### src/rtl/ultrasonic_ranger.sv
// ultrasonic_ranger -- ranging front-end for the bay-occupancy ultrasonic sensor.
// Issues periodic trigger pulses, times the echo pulse, converts the width to
// centimetres and drives a debounced, hysteretic vehicle-present flag.
//
// Ports:
//   clk          system clock
//   reset        synchronous, active-high reset
//   enable       high: ranging cycles run
//   echo         raw sensor echo (asynchronous)
//   trig         sensor trigger pulse
//   distance_cm  last measured distance, all ones on timeout / saturation
//   dist_valid   one-cycle pulse when distance_cm updates
//   timeout      one-cycle pulse when a measurement times out
//   detected     debounced vehicle-present flag
//   busy         high whenever the ranging state machine is not idle
module ultrasonic_ranger #(
   parameter int unsigned TRIG_CYCLES         = 500,
   parameter int unsigned PERIOD_CYCLES       = 3000000,
   parameter int unsigned ECHO_TIMEOUT_CYCLES = 1500000,
   parameter int unsigned CYCLES_PER_CM       = 2900,
   parameter int unsigned DIST_W              = 9,
   parameter int unsigned NEAR_CM             = 30,
   parameter int unsigned FAR_CM              = 40,
   parameter int unsigned CONFIRM             = 3
) (
   input  logic              clk,
   input  logic              reset,
   input  logic              enable,
   input  logic              echo,
   output logic              trig,
   output logic [DIST_W-1:0] distance_cm,
   output logic              dist_valid,
   output logic              timeout,
   output logic              detected,
   output logic              busy
);

   // period_cnt must not wrap even when a full wait plus a full echo overrun the period
   localparam int unsigned PW = $clog2(PERIOD_CYCLES + TRIG_CYCLES + 2*ECHO_TIMEOUT_CYCLES + 4);
   localparam int unsigned TW = $clog2(ECHO_TIMEOUT_CYCLES + 1);
   localparam int unsigned HW = (CYCLES_PER_CM > 1) ? $clog2(CYCLES_PER_CM) : 1;

   localparam logic [PW-1:0] TRIG_LAST   = PW'(TRIG_CYCLES - 1);
   localparam logic [PW-1:0] PERIOD_LAST = PW'(PERIOD_CYCLES - 1);
   localparam logic [TW-1:0] TMO_LAST    = TW'(ECHO_TIMEOUT_CYCLES - 1);
   localparam logic [HW-1:0] HI_LAST     = HW'(CYCLES_PER_CM - 1);
   localparam logic [3:0]    CONF        = 4'(CONFIRM);

   typedef enum logic [2:0] {S_IDLE, S_TRIG, S_WAIT_RISE, S_MEASURE, S_HOLDOFF} state_t;

   state_t            state, state_d;
   logic              echo_meta, echo_s, echo_prev;
   logic [PW-1:0]     period_cnt, period_cnt_d;
   logic [TW-1:0]     tmo_cnt, tmo_cnt_d;
   logic [HW-1:0]     hi_cnt, hi_cnt_d;
   logic [DIST_W-1:0] cm_cnt, cm_cnt_d;
   logic [3:0]        near_cnt, near_cnt_d, far_cnt, far_cnt_d;
   logic [3:0]        near_inc, far_inc;
   logic [DIST_W-1:0] distance_d;
   logic              trig_d, dist_valid_d, timeout_d, detected_d;
   logic              rise, result, is_far, is_near;

   assign rise = echo_s & ~echo_prev;
   assign busy = (state != S_IDLE);

   always_comb begin
      state_d      = state;
      period_cnt_d = period_cnt + 1'b1;
      tmo_cnt_d    = tmo_cnt;
      hi_cnt_d     = hi_cnt;
      cm_cnt_d     = cm_cnt;
      near_cnt_d   = near_cnt;
      far_cnt_d    = far_cnt;
      distance_d   = distance_cm;
      trig_d       = trig;
      dist_valid_d = 1'b0;
      timeout_d    = 1'b0;
      detected_d   = detected;
      result       = 1'b0;
      is_far       = 1'b0;
      is_near      = 1'b0;
      near_inc     = (near_cnt == CONF) ? CONF : near_cnt + 4'd1;
      far_inc      = (far_cnt == CONF) ? CONF : far_cnt + 4'd1;

      case (state)
         S_IDLE: begin
            period_cnt_d = '0;
            if (enable) begin
               state_d = S_TRIG;
               trig_d  = 1'b1;
            end
         end
         S_TRIG: begin
            if (!enable) begin
               state_d = S_IDLE;
               trig_d  = 1'b0;
            end else if (period_cnt == TRIG_LAST) begin
               state_d   = S_WAIT_RISE;
               trig_d    = 1'b0;
               tmo_cnt_d = '0;
            end
         end
         S_WAIT_RISE: begin
            if (!enable) begin
               state_d = S_IDLE;
            end else if (rise) begin
               // The cycle that reveals the rise is already the first high
               // cycle, so the cleared counters take that cycle's increment.
               state_d   = S_MEASURE;
               tmo_cnt_d = TW'(1);
               hi_cnt_d  = (HI_LAST == '0) ? '0 : HW'(1);
               cm_cnt_d  = (HI_LAST == '0) ? DIST_W'(1) : '0;
            end else if (tmo_cnt >= TMO_LAST) begin
               state_d = S_HOLDOFF;
               result  = 1'b1;
            end else begin
               tmo_cnt_d = tmo_cnt + 1'b1;
            end
         end
         S_MEASURE: begin
            if (!enable) begin
               state_d = S_IDLE;
            end else if (!echo_s) begin
               state_d      = S_HOLDOFF;
               distance_d   = cm_cnt;
               dist_valid_d = 1'b1;
               result       = 1'b1;
            end else if (tmo_cnt >= TMO_LAST) begin
               state_d = S_HOLDOFF;
               result  = 1'b1;
            end else begin
               tmo_cnt_d = tmo_cnt + 1'b1;
               if (hi_cnt == HI_LAST) begin
                  hi_cnt_d = '0;
                  if (cm_cnt != '1) cm_cnt_d = cm_cnt + 1'b1;
               end else begin
                  hi_cnt_d = hi_cnt + 1'b1;
               end
            end
         end
         S_HOLDOFF: begin
            if (period_cnt >= PERIOD_LAST) begin
               if (enable) begin
                  state_d      = S_TRIG;
                  trig_d       = 1'b1;
                  period_cnt_d = '0;
               end else begin
                  state_d = S_IDLE;
               end
            end
         end
         default: state_d = S_IDLE;
      endcase

      // A result without a loaded distance is a timeout.
      if (result && !dist_valid_d) begin
         timeout_d    = 1'b1;
         dist_valid_d = 1'b1;
         distance_d   = '1;
      end

      if (result) begin
         is_far  = timeout_d || (32'(distance_d) >= FAR_CM);
         is_near = !is_far && (32'(distance_d) <= NEAR_CM);
         if (is_far) begin
            far_cnt_d  = far_inc;
            near_cnt_d = '0;
            if (far_inc == CONF) detected_d = 1'b0;
         end else if (is_near) begin
            near_cnt_d = near_inc;
            far_cnt_d  = '0;
            if (near_inc == CONF) detected_d = 1'b1;
         end else begin
            near_cnt_d = '0;
            far_cnt_d  = '0;
         end
      end
   end

   always_ff @(posedge clk) begin
      if (reset) begin
         state       <= S_IDLE;
         echo_meta   <= 1'b0;
         echo_s      <= 1'b0;
         echo_prev   <= 1'b0;
         period_cnt  <= '0;
         tmo_cnt     <= '0;
         hi_cnt      <= '0;
         cm_cnt      <= '0;
         near_cnt    <= '0;
         far_cnt     <= '0;
         trig        <= 1'b0;
         distance_cm <= '1;
         dist_valid  <= 1'b0;
         timeout     <= 1'b0;
         detected    <= 1'b0;
      end else begin
         echo_meta   <= echo;
         echo_s      <= echo_meta;
         echo_prev   <= echo_s;
         state       <= state_d;
         period_cnt  <= period_cnt_d;
         tmo_cnt     <= tmo_cnt_d;
         hi_cnt      <= hi_cnt_d;
         cm_cnt      <= cm_cnt_d;
         near_cnt    <= near_cnt_d;
         far_cnt     <= far_cnt_d;
         trig        <= trig_d;
         distance_cm <= distance_d;
         dist_valid  <= dist_valid_d;
         timeout     <= timeout_d;
         detected    <= detected_d;
      end
   end

endmodule

### config.mk
export PLATFORM = sky130hd
export DESIGN_NAME = ultrasonic_ranger
export DESIGN_NICKNAME = d
export VERILOG_FILES = /design/src/rtl/ultrasonic_ranger.sv
export SDC_FILE = /design/constraint.sdc
export NUM_CORES = 1
export LEC_CHECK = 0
export CORE_UTILIZATION = 35
export DETAILED_ROUTE_END_ITERATION = 8
export PLACE_DENSITY = 0.61
export SETUP_SLACK_MARGIN = 0.02
export SLEW_MARGIN = 30
export SYNTH_ARGS = -nofsm -noshare
export SYNTH_HDL_FRONTEND = slang
export SYNTH_SLANG_ARGS = --single-unit
### constraint.sdc
create_clock -name clk -period 2.2 [get_ports clk]
set_input_delay 0.33 -clock clk [delete_from_list [all_inputs] [get_ports clk]]
set_output_delay 0.33 -clock clk [all_outputs]
set_load 0.05 [all_outputs]
==> qor.yml, run 1 <==
status: "complete, no violations"
drive_gt1_share_pct: 19.7
die_h_um: 117
max_cap_viol_count: 0
die-area_um2: 13700
gp_congestion: 0.799
numCtsBuffers: 9
use_met1_pct: 20.9
leakage_nw: 1.98
syn_inst: 559
timing.rr.end: "hi_cnt[8]"
cp_data_required_time_ns: 2.47
clkLatencyLatePin_ns: 0.34
ir_worst_vdd_v: 0.000455
routed_via_density: 5.21
cpPeakStageDelay_ns: 0.38
gr-usage-met3_pct: 4.53
grt_pass1_wl_um: 17400
nets: 629
crit_path_max_fanout: 11
r2r_start: "tmo_cnt[19]"
cp.arrival_ns: 2.38
reg2reg_depth: 8
finalMaxSlewViolations: 0
via_count: 4141
grt_max_degree: 40
core_area_um2: 12700
grtUsageMet2_pct: 26.5
finalNonFillerCells: 795
r2r_slack_ns: 0.09
syn_nets: 570
grt_pass1_vias: 3807
ios: 18
hp-class: "reg -> reg"
ctsLongestPathBuffers: 2
fin_crit_sh_pct: 95.9
area_growth_pct: 25.8
min_period_ns: 2.11
cts.htree.levels: 3
dp_hpwl_um: 7590
hold_violations: 0
postCtsHoldBufs: 0
clock_sinks: 92
synth_top_cell_area_share_pct: 39.9
synth_cell_types: 65
wl_per_cell_um: 13.6
worst_slew_pin_slew_ns: 0.500
seq_area_frac_synth_pct: 39.9
drcViolationCount: 0
yosys_warnings: 0
grt_usage_pct: 16.2
power.density_nw_per_um2: 585
tns_ns: 0
crit_cells: 8
antenna_found_initial: 0
dominantRegCellSynth: "dfxtp_1"
cp-end-kind: "register"
multiInputGateArea_um2: 2750
ys_ff_latch: 92
synth_area_leaders: "dfxtp_1 (40%), nor2_1 (6.3%), xnor2_1 (5.9%)"
grt_overflow_total: 0
max_freq_mhz: 474
crit_family: "compound AO/OA/AOI/OAI gates"
fill_cells: 1269
hp-start: "echo_meta"
start_util_pct: 36.3
cts_root_buf: "clkbuf_16"
path_cells: "nand4b_1, a211oi_4, a2111oi_4, buf_4, or2_4, a21o_1, buf_12, a21oi_1"
slowest_stage: "a211oi_4"
whs_ns: 0.441
rsz0062_at_grt: "true"
critPathLaunchType: "register"
hold_depth: 1
synth-edff-count: 0
detail-route-antenna-nets: 0
drt-total-wl_um: 10800
syn_area_per_cell_um2: 8.26
diodes: 0
syn_area_um2: 4620
synthArstFlopShare_pct: 0
dp.cells: 775
holdPathEnd: "echo_s"
drt-initial-drc-count: 225
top_usage_layer: "met2"
power_mw: 3.40
slew-limit-headroom_pct: 66.6
first_pass_iters: 5
path_clk_slew_ns: 0.06
critPathKind: "reg -> reg"
yosysTopAreaCell: "dfxtp_1"
seq_area_um2: 1850
path_buf_inv: 2
cts_tree: "built"
port_buffers: 17
utilization_pct: 45.6
rows: 41
setup_violations: 0
die_w_um: 117
clock-skew-final_ns: 0.00467
-- flip-flops by register name (all words and copies together), names as in the netlist --
name         count
period_cnt      23
tmo_cnt         21
hi_cnt          12
cm_cnt           9
distance_cm      9
far_cnt          4
near_cnt         4
state            3
detected         1
dist_valid       1
echo_meta        1
echo_prev        1
echo_s           1
timeout          1
trig             1
-- final cells by class --
class	instances	share of cell area (%)
multi-input combinational	429	47.4
sequential	92	31.9
timing repair buffer	74	11.3
clock buffer	10	3.94
tap	172	3.71
clock inverter	6	0.948
inverter	12	0.776
-- power breakdown --
group	total, mW	switching (mW)	internal, mW
clock	1.51	0.638	0.871
combinational	0.200	0.114	0.0859
sequential	1.69	0.0104	1.68
total	3.40	0.763	2.63
-- through the flow --
step	area, µm²	worst slack [ns]
floorplan	4620	0.0932
global placement	5300	-0.0445
detailed placement	5300	-0.129
CTS	5640	0.0216
global route	5800	-0.0273
finish	5800	0.0900
-- synth_stat cells, drive strengths merged (2+ instances only) --
master  number
a211oi       3
a21o         5
a21oi       24
a311oi       3
a31oi       10
and2         7
and3        13
and4         4
buf         15
clkbuf      12
dfxtp       92
ha           7
inv         12
nand2       43
nand2b      13
nand3       28
nand3b       4
nand4       13
nand4b       3
nor2        78
nor2b       10
nor3        22
nor3b        2
nor4         8
nor4b        4
o211ai       3
o21a         2
o21ai       37
o22ai        9
o31a         2
o31ai        3
or2          5
or3          8
or3b         2
or4          2
xnor2       31
xor2         9
-- cell families (layout without fill, tap and decap cells) --
kind of cell	after synthesis	after routing	synth area share, %
AO/OA/AOI/OAI	108	108	14.7
XOR/XNOR	40	40	7.59
adder cells (fa/ha/maj)	7	7	1.90
buffers and inverters	39	102	4.28
flip-flops	92	92	39.9
multiplexers	1	1	0.217
AND/OR/NAND/NOR	272	273	31.4
-- routing by layer --
layer,vias up,share of wire [%],routed length (µm)
li1,2098,-,-
met1,1989,48,5220
met2,46,48,5160
met3,8,2.9,318
met4,0,0.87,94
met5,-,0,0
-- how the worst max path moves through the flow --
stage                       start     endpoint  slack [ns]
finish                tmo_cnt[19]    hi_cnt[8]        0.09
global route        period_cnt[1]  tmo_cnt[15]       -0.03
CTS                   tmo_cnt[13]    hi_cnt[8]        0.02
detailed placement         enable    cm_cnt[3]       -0.13
global placement       tmo_cnt[0]  tmo_cnt[11]       -0.04
floorplan              tmo_cnt[0]  tmo_cnt[15]        0.09
-- timing repair --
action / CTS / global route
gates cloned: 0 / 1
pin swaps: 0 / 10
gates resized for setup: 9 / 36
buffers inserted: 0 / 3
setup endpoints to repair: 23 / 45
-- cells in the final DEF (no fill, tap or decap), types with 3 or more instances in the layout --
cell type	Yosys	final
and2_1	5	4
o22ai_1	9	9
nand4_1	13	13
nor3_1	19	15
and4_1	4	4
clkbuf_16	0	9
nor4_2	0	4
buf_4	1	50
and3_1	12	11
o21ai_0	36	34
nor3_2	2	6
a311oi_1	3	3
nor2_1	78	77
or2_2	5	4
buf_12	0	4
inv_1	12	12
ha_1	7	5
nand2b_1	13	13
nand3b_1	4	4
nand2_1	43	43
or3_1	8	7
dfxtp_1	92	84
dfxtp_2	0	8
xor2_1	9	9
buf_6	5	3
nor2b_1	10	10
clkdlybuf4s50_1	0	16
a21oi_1	24	21
a21o_1	5	5
a21oi_2	0	3
clkinv_2	0	5
nand3_1	28	27
a31oi_1	10	10
xnor2_1	31	31
nor4_1	8	3
Note: power is estimated with default switching activity, not from simulation.
==> run 2: changes to the inputs <==
--- a/config.mk
+++ b/config.mk
@@ -5,9 +5,11 @@
 export SDC_FILE = /design/constraint.sdc
 export NUM_CORES = 1
 export LEC_CHECK = 0
+export ABC_AREA = 1
 export CORE_UTILIZATION = 35
 export DETAILED_ROUTE_END_ITERATION = 8
-export PLACE_DENSITY = 0.61
+export GPL_TIMING_DRIVEN = 0
+export PLACE_DENSITY = 0.6
 export SETUP_SLACK_MARGIN = 0.02
 export SLEW_MARGIN = 30
 export SYNTH_ARGS = -nofsm -noshare
==> run 2 against run 1 <==
Against the previous run:
- utilization down 3.9 points
- largest power group unchanged
- hold slack worse by 0.025 ns
- count of clock-buffer cells in the layout up 2
- non-clock buffer count down 34
- largest cell class unchanged
- fmax up 1.2%
- via count up 17%
- synthesized cell count up 34%
- global-route usage up 0.80 points
- register-to-register slack better by 0.02 ns
- sequential share of layout area down 1.4 points
- synthesized area up 13%
==> qor.yml, run 2 <==
syn_nets: 760  # +33%
clock-skew-final_ns: 0.00596  # +0.00129 ns
grt_usage_pct: 17.0  # +0.80 points
reg.largest.list: "period_cnt x23, tmo_cnt x21, hi_cnt x12"
critPathKind: "reg -> reg"
crit_path_max_fanout: 4  # -7
synth-edff-count: 0  # unchanged
drt-total-wl_um: 12100  # +13%
area_growth_pct: 16.1
met1Wirelength_um: 6230  # +20%
cts_root_buf: "clkbuf_16"
synth_top_cell_area_share_pct: 35.3  # -4.6 points
mostFrequentLayoutCells: "nand2_1 (133), nor2_1 (98), dfxtp_1 (86)"
rsz0062_at_grt: "true"
wl_per_cell_um: 12.5  # -7.9%
routed_via_density: 5.00  # -3.9%
setup_violations: 0  # unchanged
cts.htree.levels: 3  # unchanged
hold_violations: 0  # unchanged
finalMaxSlewViolations: 0  # unchanged
largest_register: "period_cnt"
highest_layer: "met4"
core_area_um2: 14500  # +14%
cp-end-kind: "register"
ctsLongestPathBuffers: 2  # unchanged
drive_gt1_share_pct: 15.1  # -4.6 points
max_freq_mhz: 480  # +1.2%
cp.arrival_ns: 2.32  # -0.06 ns
crit_family: "simple AND/OR/NAND/NOR gates"
dominantRegCellSynth: "dfxtp_1"
port_buffers: 16  # -1
yosysTopAreaCell: "dfxtp_1"
die_w_um: 124  # +6.3%
path_clk_slew_ns: 0.06  # about the same
worst_slew_pin_slew_ns: 0.689  # +0.189 ns
critPathLaunchType: "register"
die_h_um: 124  # +6.3%
ys_ff_latch: 92  # unchanged
synth_cell_types: 52  # -20%
reg2reg_depth: 12  # +4
clock_sinks: 92  # unchanged
crit_end: "period_cnt[21]"
yosys_warnings: 0  # unchanged
synthTopCellsByCount: "nand2_1 (137), nor2_1 (100), dfxtp_1 (92)"
drt-initial-drc-count: 278  # +24%
numCtsBuffers: 9  # unchanged
timing.rr.end: "period_cnt[21]"
clkLatencyLatePin_ns: 0.36  # +0.02 ns
detail-route-antenna-nets: 0  # unchanged
whs_ns: 0.415  # -0.0254 ns
cts_tree: "built"
path_cells: "and3_4, nand2_1, nor2_2, nand2_2, nor2_4, inv_2, nor3_4, nand4_1, nor3_2, nand3_1, nor2_1, nor3_1"
first_pass_iters: 4  # -1
hp-class: "reg -> reg"
ios: 18  # unchanged
syn_inst: 749  # +34%
via_count: 4859  # +17%
cpPeakStageDelay_ns: 0.36  # -0.02 ns
syn_area_um2: 5220  # +13%
gp_congestion: 0.875  # +9.5%
synthArstFlopShare_pct: 0  # unchanged
utilization_pct: 41.7  # -3.9 points
die-area_um2: 15400  # +13%
fin_crit_sh_pct: 94.8  # -1.1 points
grt_overflow_total: 0  # unchanged
crit_path_start: "period_cnt[2]"
rows: 44  # +7.3%
slew-limit-headroom_pct: 54.1  # -12 points
wl_met3_um: 409  # +29%
max_cap_viol_count: 0  # unchanged
synth_area_leaders: "dfxtp_1 (35%), nand2_1 (9.8%), nor2_1 (7.2%)"
postCtsHoldBufs: 0  # unchanged
diodes: 0  # unchanged
slowest_stage: "dfxtp_2"
grt_pass1_wl_um: 20300  # +17%
antenna_found_initial: 0  # unchanged
r2r_slack_ns: 0.11  # +0.02 ns
syn_area_per_cell_um2: 6.97  # -16%
ir_worst_vdd_v: 0.000530  # +16%
power.density_nw_per_um2: 586  # +0.20%
start_util_pct: 35.9  # -0.35 points
leakage_nw: 2.25  # +14%
dp_hpwl_um: 8880  # +17%
grt_max_degree: 15  # -63%
synth_most_common_cell: "nand2_1"
grt_pass1_vias: 4377  # +15%
nets: 793  # +26%
largest_register_ffs: 23  # unchanged
drcViolationCount: 0  # unchanged
final_common_cell: "nand2_1"
path_buf_inv: 1  # -1
seq_area_frac_synth_pct: 35.3  # -4.6 points
min_period_ns: 2.09  # -0.0248 ns
crit_cells: 12  # +4
r2r_start: "period_cnt[2]"
wl_met2_um: 5340  # +3.4%
status: "complete, no violations"
cp_data_required_time_ns: 2.44  # -0.03 ns
==> run 2: through the flow <==
stage               area, µm²  setup TNS, ns  setup WS [ns]  instances  power [mW]
floorplan                5220              0          0.403        749        1.85
global placement         5610       -0.00697       -0.00411        949        1.91
detailed placement       5610              0         0.0137        949        1.91
CTS                      5940              0         0.0627        965        3.61
global route             6070        -0.0306        -0.0306        971        3.69
finish                   6070              0          0.115        971        3.56
==> run 2: cell type report <==
type | instances | area, µm²
Fill cell | 1541 | 8470
Multi-Input combinational cell | 539 | 2990
Sequential cell | 92 | 1850
Inverter | 100 | 383
Clock buffer | 12 | 246
Tap cell | 184 | 230
Timing Repair Buffer | 22 | 204
Buffer | 18 | 91.3
Clock inverter | 4 | 72.6
==> run 2: per-layer routing <==
metal | GRT usage (%) | vias up
li1 | - | 2552
met1 | 22.8 | 2231
met2 | 26.2 | 66
met3 | 4.76 | 10
met4 | 5.13 | 0
met5 | 0 | -
==> run 2: timing repair <==
action	4_1_cts	5_1_grt
setup endpoints to repair	8	54
gates resized for setup	2	29
buffers inserted	0	6
pin swaps	0	8
==> run 2: how the worst min path moves through the flow <==
stage,from,end,cells after the start
final,echo_meta,echo_s,2
after global routing,period_cnt[0],period_cnt[0],1
after CTS,echo_meta,echo_s,2
after detailed placement,echo_meta,echo_s,2
after global placement,echo_meta,echo_s,2
after floorplan,echo_meta,echo_s,2
==> run 2: kinds of logic after synthesis <==
family / after synthesis / synth area share (%)
AND/OR/NAND/NOR: 388 / 36.3
AO/OA/AOI/OAI: 126 / 14.8
buffers and inverters: 118 / 8.94
flip-flops: 92 / 35.3
XOR/XNOR: 18 / 3.02
adder cells (fa/ha/maj): 7 / 1.68
==> run 2: tightest hold or removal path, cell delays in order, from the launching register on <==
cell and delay, ns:
dfxtp_1 0.30, inv_1 0.05, nor2_1 0.04
==> run 2: where the power goes <==
part / leakage [nW] / internal [mW] / total, mW / switching [mW]
sequential: 0.745 / 1.68 / 1.69 / 0.00982
combinational: 1.35 / 0.0508 / 0.185 / 0.134
clock: 0.153 / 1.03 / 1.69 / 0.660
